===== config.mk =====
export PLATFORM = sky130hd
export DESIGN_NAME = qosc_ctrl
export DESIGN_NICKNAME = d
export VERILOG_FILES = /design/src/rtl/qosc_pkg.sv /design/src/rtl/qosc_sample_ser.sv /design/src/rtl/qosc_ctrl.sv
export SDC_FILE = /design/constraint.sdc
export NUM_CORES = 1
export LEC_CHECK = 0
export CORE_UTILIZATION = 34
export CTS_CLUSTER_DIAMETER = 200
export CTS_CLUSTER_SIZE = 25
export DETAILED_ROUTE_END_ITERATION = 6
export PLACE_DENSITY_LB_ADDON = 0.15
export SETUP_SLACK_MARGIN = 0.3
export SKIP_CTS_REPAIR_TIMING = 1
export SYNTH_ARGS = -nofsm -noshare
export SYNTH_HDL_FRONTEND = slang
export SYNTH_SLANG_ARGS = --single-unit

===== constraint.sdc =====
create_clock -name clk -period 3.1 [get_ports clk]
set_input_delay 0.62 -clock clk [delete_from_list [all_inputs] [get_ports clk]]
set_output_delay 0.62 -clock clk [all_outputs]
set_load 0.02 [all_outputs]

===== src/rtl/qosc_pkg.sv =====
// Shared types and constants for the quadrature oscillator controller.
package qosc_pkg;

    typedef enum logic [1:0] {
        ST_IDLE = 2'd0,
        ST_LOAD = 2'd1,
        ST_RUN  = 2'd2
    } state_e;

    localparam logic [2:0] ADDR_RE  = 3'd0;
    localparam logic [2:0] ADDR_IM  = 3'd1;
    localparam logic [2:0] ADDR_PWR = 3'd2;
    localparam logic [2:0] ADDR_ARE = 3'd3;
    localparam logic [2:0] ADDR_AIM = 3'd4;
    localparam logic [2:0] ADDR_DIV = 3'd5;

    localparam logic signed [15:0] RST_RE_COEFF = 16'sh7FFF;
    localparam logic signed [15:0] RST_IM_COEFF = 16'sh0000;
    localparam logic signed [15:0] RST_POWER    = 16'sh4000;
    localparam logic signed [15:0] RST_ACCU_RE  = 16'sh4000;
    localparam logic signed [15:0] RST_ACCU_IM  = 16'sh0000;

endpackage


===== src/rtl/qosc_sample_ser.sv =====
// Snapshot register and byte serializer: re[7:0], re[15:8], im[7:0], im[15:8].
module qosc_sample_ser
    import qosc_pkg::*;
(
    input  logic               clk,
    input  logic               rst_n,
    input  logic               cap_i,
    input  logic signed [15:0] re_i,
    input  logic signed [15:0] im_i,
    input  logic               out_ready_i,
    output logic [7:0]         out_data_o,
    output logic               out_valid_o,
    output logic               drop_o
);

    logic [31:0] snap_q;
    logic [1:0]  idx_q;
    logic        vld_q;
    logic        xfer;
    logic        last_xfer;
    logic        accept;

    // A capture is taken when empty or when the final byte leaves this cycle.
    always_comb begin
        xfer      = vld_q && out_ready_i;
        last_xfer = xfer && (idx_q == 2'd3);
        accept    = cap_i && (!vld_q || last_xfer);
        drop_o    = cap_i && !accept;
    end

    // Snapshot load, byte advance and valid tracking.
    always_ff @(posedge clk or negedge rst_n) begin
        if (!rst_n) begin
            snap_q <= '0;
            idx_q  <= '0;
            vld_q  <= 1'b0;
        end else if (accept) begin
            snap_q <= {im_i, re_i};
            idx_q  <= '0;
            vld_q  <= 1'b1;
        end else if (xfer) begin
            if (idx_q == 2'd3) begin
                idx_q <= '0;
                vld_q <= 1'b0;
            end else begin
                idx_q <= idx_q + 2'd1;
            end
        end
    end

    assign out_data_o  = snap_q[{idx_q, 3'b000} +: 8];
    assign out_valid_o = vld_q;

endmodule


===== src/rtl/qosc_ctrl.sv =====
// Configuration decode, load/run sequencing and decimation for the oscillator.
module qosc_ctrl
    import qosc_pkg::*;
#(
    parameter int DIV_W    = 16,
    parameter int LOAD_CYC = 2
) (
    input  logic               clk,
    input  logic               rst_n,
    input  logic [7:0]         cfg_data,
    input  logic               cfg_valid,
    output logic               cfg_ready,
    input  logic               start,
    input  logic               stop,
    output logic signed [15:0] re_coeff,
    output logic signed [15:0] im_coeff,
    output logic signed [15:0] power,
    output logic signed [15:0] accu_re_init,
    output logic signed [15:0] accu_im_init,
    output logic               osc_load,
    input  logic signed [15:0] accu_re,
    input  logic signed [15:0] accu_im,
    output logic [7:0]         out_data,
    output logic               out_valid,
    input  logic               out_ready,
    output logic               running,
    output logic               ovf
);

    localparam int LC_W = (LOAD_CYC > 1) ? $clog2(LOAD_CYC) : 1;

    state_e             state_q, state_d;
    logic [LC_W-1:0]    load_cnt_q;
    logic [DIV_W-1:0]   div_q;
    logic [DIV_W-1:0]   dec_q;
    logic [1:0]         cfg_cnt_q;
    logic [2:0]         addr_q;
    logic [7:0]         lo_q;
    logic signed [15:0] re_q, im_q, pwr_q, are_q, aim_q;
    logic               ovf_q;
    logic               start_go;
    logic               load_last;
    logic               capture;
    logic               drop;
    logic               cfg_acc;
    logic [15:0]        cfg_word;
    // Upper address bits carry no meaning.
    logic               unused_addr_hi;

    assign unused_addr_hi = ^cfg_data[7:3];
    assign load_last      = (load_cnt_q == LC_W'(LOAD_CYC - 1));
    assign capture        = (state_q == ST_RUN) && (dec_q == '0);
    assign cfg_acc        = cfg_valid && cfg_ready;
    assign cfg_word       = {cfg_data, lo_q};

    // Next state and state-derived outputs; stop always wins over start.
    always_comb begin
        state_d   = state_q;
        start_go  = 1'b0;
        osc_load  = 1'b1;
        running   = 1'b0;
        cfg_ready = 1'b1;
        case (state_q)
            ST_IDLE: begin
                if (start && !stop) begin
                    state_d  = ST_LOAD;
                    start_go = 1'b1;
                end
            end
            ST_LOAD: begin
                running   = 1'b1;
                cfg_ready = 1'b0;
                if (stop)           state_d = ST_IDLE;
                else if (load_last) state_d = ST_RUN;
            end
            ST_RUN: begin
                running  = 1'b1;
                osc_load = 1'b0;
                if (stop) state_d = ST_IDLE;
            end
            default: state_d = ST_IDLE;
        endcase
    end

    // State register, load-phase counter, decimation counter and sticky overflow.
    always_ff @(posedge clk or negedge rst_n) begin
        if (!rst_n) begin
            state_q    <= ST_IDLE;
            load_cnt_q <= '0;
            dec_q      <= '0;
            ovf_q      <= 1'b0;
        end else begin
            state_q <= state_d;
            if (state_q == ST_LOAD) load_cnt_q <= load_cnt_q + LC_W'(1);
            else                    load_cnt_q <= '0;
            if (state_q == ST_LOAD && state_d == ST_RUN) dec_q <= div_q;
            else if (state_q == ST_RUN)                  dec_q <= capture ? div_q : dec_q - DIV_W'(1);
            if (start_go)  ovf_q <= 1'b0;
            else if (drop) ovf_q <= 1'b1;
        end
    end

    // Three-byte configuration frame: ADDR, LO, HI; register written on HI.
    always_ff @(posedge clk or negedge rst_n) begin
        if (!rst_n) begin
            cfg_cnt_q <= '0;
            addr_q    <= '0;
            lo_q      <= '0;
            re_q      <= RST_RE_COEFF;
            im_q      <= RST_IM_COEFF;
            pwr_q     <= RST_POWER;
            are_q     <= RST_ACCU_RE;
            aim_q     <= RST_ACCU_IM;
            div_q     <= '0;
        end else if (cfg_acc) begin
            case (cfg_cnt_q)
                2'd0: begin
                    addr_q    <= cfg_data[2:0];
                    cfg_cnt_q <= 2'd1;
                end
                2'd1: begin
                    lo_q      <= cfg_data;
                    cfg_cnt_q <= 2'd2;
                end
                default: begin
                    cfg_cnt_q <= 2'd0;
                    case (addr_q)
                        ADDR_RE:  re_q  <= cfg_word;
                        ADDR_IM:  im_q  <= cfg_word;
                        ADDR_PWR: pwr_q <= cfg_word;
                        ADDR_ARE: are_q <= cfg_word;
                        ADDR_AIM: aim_q <= cfg_word;
                        ADDR_DIV: div_q <= DIV_W'(cfg_word);
                        default:  ;
                    endcase
                end
            endcase
        end
    end

    assign re_coeff     = re_q;
    assign im_coeff     = im_q;
    assign power        = pwr_q;
    assign accu_re_init = are_q;
    assign accu_im_init = aim_q;
    assign ovf          = ovf_q;

    qosc_sample_ser u_ser (
        .clk         (clk),
        .rst_n       (rst_n),
        .cap_i       (capture),
        .re_i        (accu_re),
        .im_i        (accu_im),
        .out_ready_i (out_ready),
        .out_data_o  (out_data),
        .out_valid_o (out_valid),
        .drop_o      (drop)
    );

endmodule


==> results of run 1 <==
-- area by class of cell --
cell class,instances,area (um2),share of cell area [%]
clock buffers,17,425.4,4.507
clock inverters,15,205.2,2.174
inverters,7,30.03,0.3182
multi-input cells,299,2744,29.07
flip-flops and latches,164,4128,43.74
well taps,270,337.8,3.579
repair buffers,157,1568,16.61
-- metal layers --
layer  part of all wire, %  global-route usage [%]
met5                     0                       0
met4                   1.3                   5.158
met3                   7.1                   5.705
met2                    49                   27.36
met1                    43                   20.51
-- sequential cells by signal, indices dropped and copies added (netlist names), 2 cells and up --
name and count:
accu_im_init 16, accu_re_init 16, addr_q 3, cfg_cnt_q 2, dec_q 16, div_q 16
im_coeff 16, lo_q 8, power 16, re_coeff 16, state_q 2, u_ser.idx_q 2
u_ser.snap_q 32
-- power breakdown --
part | switching, mW | total, mW | internal, mW | leakage [nW]
sequential | 0.551 | 3.46 | 2.90 | 2.04
combinational | 1.37 | 2.94 | 1.56 | 1.69
clock | 0.969 | 2.21 | 1.24 | 0.310
total | 2.89 | 8.60 | 5.71 | 4.04
-- path summary, 6_finish.rpt --
path	startpoint	endpoint	slack (ns)	depth (start not counted)
min reg2reg	load_cnt_q	load_cnt_q	0.44	1
min in group clk	load_cnt_q	load_cnt_q	0.44	1
min	rst_n	load_cnt_q	0.17	1
max reg2reg	dec_q[5]	u_ser.snap_q[17]	0.35	6
max in group asynchronous	rst_n	re_coeff[8]	2.09	2
max	dec_q[5]	u_ser.snap_q[17]	0.35	6
-- kinds of logic after synthesis --
| group | Yosys count | share of synthesized area [%] |
|---|---|---|
| compound gates | 58 | 5.927 |
| xor+xnor | 1 | 0.1254 |
| fa+ha+maj | 7 | 1.253 |
| buf+inv | 28 | 1.862 |
| flops | 164 | 59.03 |
| mux | 147 | 24.96 |
| simple gates | 86 | 6.840 |
-- cells in the final DEF, fill, tap and decap left out, types with 4 or more instances in the layout --
cell             Yosys  layout
nand3_1              9       9
nor3_1               8       8
o21ai_0              8       8
nand2_1             13      13
nor2b_1              5       5
inv_8                0       5
nand4_1              4       4
mux4_2               8       8
clkbuf_16            0      18
dfrtp_1            147     145
a2bb2oi_1            9       9
o31ai_1              4       4
ha_1                 7       7
buf_4                0      16
dfstp_2             17      17
nor2_1              18      18
o221ai_1             4       4
mux2_2             138     138
a211oi_1             4       4
inv_1                6       6
a21oi_1             12      12
clkdlybuf4s50_1      0     137
-- per-stage QoR --
step	total power [mW]	util [%]	instance area [um2]	cells	hold slack, ns
3_5_place_dp	6.431	43.41	8755	894	0.4277
2_1_floorplan	4.980	-	6988	491	0.3244
4_1_cts	8.702	46.53	9385	926	0.1776
6_report	8.601	46.79	9438	929	0.1678
3_3_place_gp	6.367	43.41	8755	894	0.4283
5_1_grt	9.061	46.79	9438	929	0.1912
-- worst max-delay path, stage by stage (launching register included) --
cell and delay (ns):
dfrtp_2 0.44, or4_4 0.57, or3_4 0.36, or4_4 0.54, nor2_4 0.17, clkbuf_16 0.21
mux2_2 0.34
==> impl_results.md, run 1 <==
- Drt total wl: 16750 um
- Status: finished clean
- Post-Syn Area: 0.006988 mm2
- Number of flops mapped to enable cells by yosys: 0
- Core ar.: 0.02017 mm2
- Post-placement setup slack: ~0.35 ns
- Layout cells sized above 1: 34.90%
- Clk buf depth: 2
- Clk_lat worst skew: 0.43 ns
- Final setup vio count: 0
- Die area: 0.02113 mm2
- Vias per inst: 5.004
- Final Cycle Share: 88.60%
- Hold Fails Final Rpt: 0
- Clk_skew: between 0.01 and 0.015 ns
- Worst slew pin tran: 0.8604 ns
- Routed len/inst: 18.03 um
- Post-route DRC violation count: 0
- Initial antenna violation count: 0
- Clk sinks: about 160
- Max cap viols: 0
- Layout fillers: 1867
- Post-Syn Instances: just under 500
- Final worst slack: approximately 0.35 ns
- Antenna viol nets, final: 0
- DRT iter0 DRCs: 189
- Hpwl dp: 11360 um
- Largest net degree at the start of global routing: 60
- ANT cells: 0
- Count leader, synth: dfrtp_1
- RSZ-0062 raised after global routing: true
- Die H: 145.4 um
- GRT Total Usage: 16.60%
- Worst Path Max Fanout: 16
- Post-synth top area share: 52.64%
- Maximum VDD drop: 0.4800 mV
- Ys flop type: dfrtp_1
- Worst Path Required: 3.41 ns
- Post-synthesis sequential area ratio: about three fifths
- Nets: around 700
- Die span in x: 145.4 um
- WS Path Type: flip-flop to flip-flop
- Ports: between 100 and 150
- CTS tree: built
- Clock slew at reported path FFs: 0.07 ns
- Syn_nets: 544
- Rows: 52
- Synth area leaders: dfrtp_1 (53%), mux2_2 (22%), dfstp_2 (6.4%)
- H-tree levels: 4
- Number of port buffers: roughly 140
- #FFs+latches synth: 164
- Post-synth top area cell: dfrtp_1
- DRT Pass-1 Iters: 4
- Fin Setup TNS: 0 ns
- GRT overflow: 0
- Ys Warns: 0
- Routed vias: approximately 4600
- Pwr per Cell Area: 911.4 mW/mm2
- Ys async rst share: 100.0%
- Vias in the first global route: 4957
- Final GP Congestion: 0.8225
- Starting density of the core: between 30% and 40%
- Clock root buffer: clkbuf_16
- Hold crit path type: input port to asynchronous set/reset pin
- Yosys cell types: 54
- Total CTS buffers: 17
- First-pass GRT wire length: 27120 um
- Pleak: 4.038 nW
- Count of pins over their slew limit: 0
- Max-slew headroom: 42.43%
- Area delta synth->final: 35.06%
- Worst EP arrival: 3.05 ns
- Synth cell count leaders: dfrtp_1 (147), mux2_2 (138), nor2_1 (18)
- Minimum clock period: 2.746 ns
- Fmax: 364.1 MHz
- Synthesized area per cell: 14.23 um2
- Crit path launch type: flip-flop
- Setup crit end kind: flip-flop
Power figures use the tool's default switching activity.
==> inputs of run 2 (changes only) <==
--- a/config.mk
+++ b/config.mk
@@ -12,6 +12,7 @@
 export PLACE_DENSITY_LB_ADDON = 0.15
 export SETUP_SLACK_MARGIN = 0.3
 export SKIP_CTS_REPAIR_TIMING = 1
+export SLEW_MARGIN = 5
 export SYNTH_ARGS = -nofsm -noshare
 export SYNTH_HDL_FRONTEND = slang
 export SYNTH_SLANG_ARGS = --single-unit
==> results of run 2 <==
Final layout, timing and power as in run 1 (identical DEF).
==> variant 1: new RTL, config.mk and constraints of run 1 <==
`DIV_W`: 16 -> 14.
--- a/src/rtl/qosc_ctrl.sv
+++ b/src/rtl/qosc_ctrl.sv
@@ -2,7 +2,7 @@
 module qosc_ctrl
     import qosc_pkg::*;
 #(
-    parameter int DIV_W    = 16,
+    parameter int DIV_W    = 14,
     parameter int LOAD_CYC = 2
 ) (
     input  logic               clk,
Formal check against the unedited RTL: not equivalent (a bounded check fails within 10 cycles, from zero or initial values and one cycle with rst_n low).
==> variant 1 against run 1 <==
Global-route usage is essentially flat; final area down 3.0%; sequential share of layout area is 0.27 points higher; total power down 1.9%; synthesized cell count decreased by 6.9%; fmax rose by 1.6%; sequential cell count down 4; non-clock buffer count down 4; worst setup slack better by 0.044 ns; count of clock-buffer cells in the layout stayed put; die area decreased by 2.8%; synthesized area shrank 2.8%; wire length shrank 6.0%; critical path type is now flip-flop to primary output; largest power group unchanged.
==> variant 1: results (changes against run 1) <==
.. list-table::
   :header-rows: 1

   * - Metric
     - Value
   * - Status
     - finished, final reports clean (unchanged)
   * - Post-Synthesis Net Count
     - 510 (was 544)
   * - Kind of cell adding the most delay to the critical path
     - flip-flops (was simple AND/OR/NAND/NOR gates)
   * - TritonCTS Buffers
     - 17 (unchanged)
   * - Top cell types by occurrence after synthesis
     - dfrtp_1, mux2_2, dfstp_2 (was dfrtp_1, mux2_2, nor2_1)
   * - Total Routing Usage GR
     - 0.166 (about the same)
   * - Placement Setup Slack
     - 0.500 ns (was 0.354 ns)
   * - Sequential cell area fraction in the yosys report
     - 0.593 (was 0.590)
   * - Leakage power figure
     - 4.03 nW (was 4.04 nW)
   * - Fin cells
     - 888 (was 929)
   * - Number of global-route vias before repair
     - 4,606 (was 4,957)
   * - Post-route clock skew
     - 0.00853 ns (was 0.0136 ns)
   * - Dpl cells
     - 856 (was 894)
   * - Worst Path Max Fanout
     - 11 (was 16)
   * - Worst endpoint data arrival time
     - 2.08 ns (was 3.05 ns)
   * - Power share of the clock group
     - 0.260 (was 0.257)
   * - Max_cap viols
     - 0 (unchanged)
   * - Distinct cell type count after synthesis
     - 56 (was 54)
   * - Syn Area/Cell
     - 14.9 um^2 (was 14.2 um^2)
   * - Wire length of the first global-routing pass
     - 25.4 mm (was 27.1 mm)
   * - Largest net degree at the start of global routing
     - 62 (was 60)
   * - Clock insertion delay at the later pin of the skew report
     - ~0.42 ns
   * - Layout net count
     - 663 (was 699)
   * - Average detailed-routed wire length per instance
     - 17.7 um (was 18.0 um)
   * - Share of post-route cells with drive strength above 1
     - 0.352 (was 0.349)
   * - Synthesis warning total
     - 0 (unchanged)
   * - Number of buffers on the longest clock path
     - 2 (unchanged)
   * - Count of endpoints failing setup in the final report
     - 0 (unchanged)
   * - H-tree lvl count
     - 4 (unchanged)
   * - Power share of the combinational group
     - 0.336 (was 0.341)
   * - Relative max-transition margin
     - 0.616 (was 0.424)
## variant 1: cell count changes in the layout (fill, tap and decap cells not counted), sizes merged, moves of 3 or more
| cell | delta |
|---|---|
| a2bb2oi | -6 |
| o221ai | -4 |
| nor2 | -5 |
| dfrtp | -4 |
| nand4 | -3 |
| nor3 | -3 |
| buf | -3 |
| a21oi | -3 |
| or3 | -4 |
## variant 1: through the flow
stage                     hold WS (ns)  power [mW]  utilization
after global placement           0.425        6.24        0.436
after detailed placement         0.427        6.30        0.436
after global routing             0.157        8.92        0.469
after floorplan                  0.324        4.89            -
after CTS                        0.149        8.56        0.468
final                            0.140        8.44        0.469
## variant 1: cells by family after synthesis
family / synth area share
AO/OA/AOI/OAI: 0.0499
XOR/XNOR: 0.00129
adder cells (fa/ha/maj): 0.0129
buffers and inverters: 0.0201
flip-flops: 0.593
multiplexers: 0.260
AND/OR/NAND/NOR: 0.0634
## variant 1: worst paths after layout
check	start	end	slack, ns	depth (start not counted)
worst max-delay path	u_ser.idx_q[0]	out_data[6]	0.40	2
worst min-delay path	rst_n	u_ser.snap_q[11]	0.14	1
worst max register to register	dec_q[0]	u_ser.snap_q[28]	0.56	7
worst min register to register	load_cnt_q	load_cnt_q	0.44	1
max in group asynchronous	rst_n	re_coeff[4]	2.16	2
min in group clk	load_cnt_q	load_cnt_q	0.44	1
## variant 1: area by class of cell
cell class	instances	area (um^2)
clock buffers	17	425
clock inverters	15	199
fillers	1760	10400
inverters	6	22.5
multi-input cells	272	2640
flip-flops and latches	160	4030
well taps	265	332
repair buffers	153	1510
## variant 1: metal layers
metal / vias up / global-route usage / wire, um
met5: - / 0 / 0
met4: 0 / 0.0521 / 125
met3: 8 / 0.0553 / 1030
met2: 114 / 0.269 / 7610
met1: 2213 / 0.210 / 6970
li1: 1987 / - / -
==> variant 2: new RTL, config.mk and constraints of run 1 <==
Without the edit above. Put one more register stage on the output `ovf`, without a reset. The value now appears one clock later. The other outputs are not delayed to match.
--- a/src/rtl/qosc_ctrl.sv
+++ b/src/rtl/qosc_ctrl.sv
@@ -143,7 +143,9 @@
     assign power        = pwr_q;
     assign accu_re_init = are_q;
     assign accu_im_init = aim_q;
-    assign ovf          = ovf_q;
+    always_ff @(posedge clk) begin
+        ovf <= ovf_q;
+    end
 
     qosc_sample_ser u_ser (
         .clk         (clk),
Formal check against the unedited RTL: not equivalent (a bounded check fails within 10 cycles, from zero or initial values and one cycle with rst_n low).
==> variant 2 against run 1 <==
Sequential share of layout area is 0.17 points higher; global-route usage is 0.12 points lower; fmax is 0.15% lower; worst setup slack worse by 0.0043 ns; synthesized area is 0.29% higher; final area is 0.16% higher; utilization is 0.076 points lower; non-clock buffer count is 1 lower; sequential cell count is 1 higher; critical path depth stayed put; via count is 0.22% lower; cell count stayed put; total power is 0.94% lower; wire length is 1.1% lower.
==> variant 2: results (changes against run 1) <==
.. list-table::
   :header-rows: 1

   * - Metric
     - Value
   * - Leakage power figure
     - 4.05 nW (was 4.04 nW)
   * - Share of the synthesized netlist area taken by xor and xnor gates
     - 0.00125 (about the same)
   * - Wire length of the first global-routing pass
     - 26.9 mm (was 27.1 mm)
   * - Met3 Track Usage GR
     - 0.0508 (was 0.0571)
   * - Detailed placement HPWL
     - 11.4 mm (about the same)
   * - First-iteration detailed-routing DRC count
     - 152 (was 189)
   * - Via Count
     - 4,639 (was 4,649)
   * - Switch Pwr
     - 2.88 mW (was 2.89 mW)
   * - Cells taking the most area after synthesis
     - dfrtp_1, mux2_2, dfstp_2 (unchanged)
   * - Met2 routed WL
     - 8.07 mm (was 8.13 mm)
   * - Post-route clock skew
     - 0.00812 ns (was 0.0136 ns)
   * - Min Clock Period, post-route
     - 2.75 ns (about the same)
   * - Status
     - finished, final reports clean (unchanged)
   * - Average detailed-routed wire length per instance
     - 17.8 um (was 18.0 um)
   * - GR Util met1
     - 0.203 (was 0.205)
   * - Share of async-settable or async-resettable flops after synthesis
     - 0.994 (was 1.00)
   * - Distinct cell type count after synthesis
     - 55 (was 54)
   * - Post-synthesis compound-gate area fraction
     - 0.0591 (was 0.0593)
   * - Placed instance area
     - 0.00881 mm^2 (was 0.00875 mm^2)
   * - Slew at the pin closest to its max-slew limit
     - 0.868 ns (was 0.860 ns)
   * - Number of instances in the synthesized netlist
     - 492 (was 491)
   * - Largest voltage drop on the vdd net
     - 0.469 mV (was 0.480 mV)
   * - Met3 WL post-DR
     - 1.09 mm (was 1.19 mm)
   * - Detailed-route wire length on metal 1
     - 7.25 mm (was 7.21 mm)
   * - Power share of the clock group
     - 0.250 (was 0.257)
   * - Share of cell area taken by muxes after synthesis
     - 0.249 (was 0.250)
   * - Worst endpoint data arrival time
     - 3.06 ns (was 3.05 ns)
==> variant 2: kinds of logic (layout without fill, tap and decap cells) <==
| group | after synthesis | count (layout) |
|---|---|---|
| simple gates | 86 | 86 |
| mux | 147 | 147 |
| flops | 165 | 165 |
| buf+inv | 28 | 195 |
| fa+ha+maj | 7 | 7 |
| xor+xnor | 1 | 1 |
| compound gates | 58 | 58 |
==> variant 2: worst paths after layout <==
| kind | from | slack (ns) | depth (start not counted) | to |
|---|---|---|---|---|
| min reg2reg | ovf_q | 0.40 | 0 | ovf |
| max | dec_q[5] | 0.35 | 6 | u_ser.snap_q[26] |
| max reg2reg | dec_q[5] | 0.35 | 6 | u_ser.snap_q[26] |
| min in group clk | ovf_q | 0.40 | 0 | ovf |
| min | rst_n | 0.21 | 1 | dec_q[15] |
| max in group asynchronous | rst_n | 2.09 | 2 | re_coeff[1] |
==> variant 2: metrics by stage <==
step           total power, mW  std cells  utilization
2_1_floorplan             4.99        492            -
5_1_grt                   8.99        929        0.467
3_3_place_gp              6.38        896        0.435
4_1_cts                   8.64        928        0.465
6_report                  8.52        929        0.467
3_5_place_dp              6.45        896        0.435
==> variant 2: critical path: stages (launching register included) <==
cell and delay (ns):
dfrtp_1 0.42, or4_4 0.59, or3_4 0.36, or4_4 0.54, nor2_4 0.17, clkbuf_16 0.22, mux2_2 0.34
==> variant 2: cell type report <==
type                            count  share of cell area
Clock buffer                       17              0.0450
Inverter                            7             0.00278
Clock inverter                     15              0.0195
Multi-Input combinational cell    299               0.290
Tap cell                          270              0.0357
Sequential cell                   165               0.439
Timing Repair Buffer              156               0.168
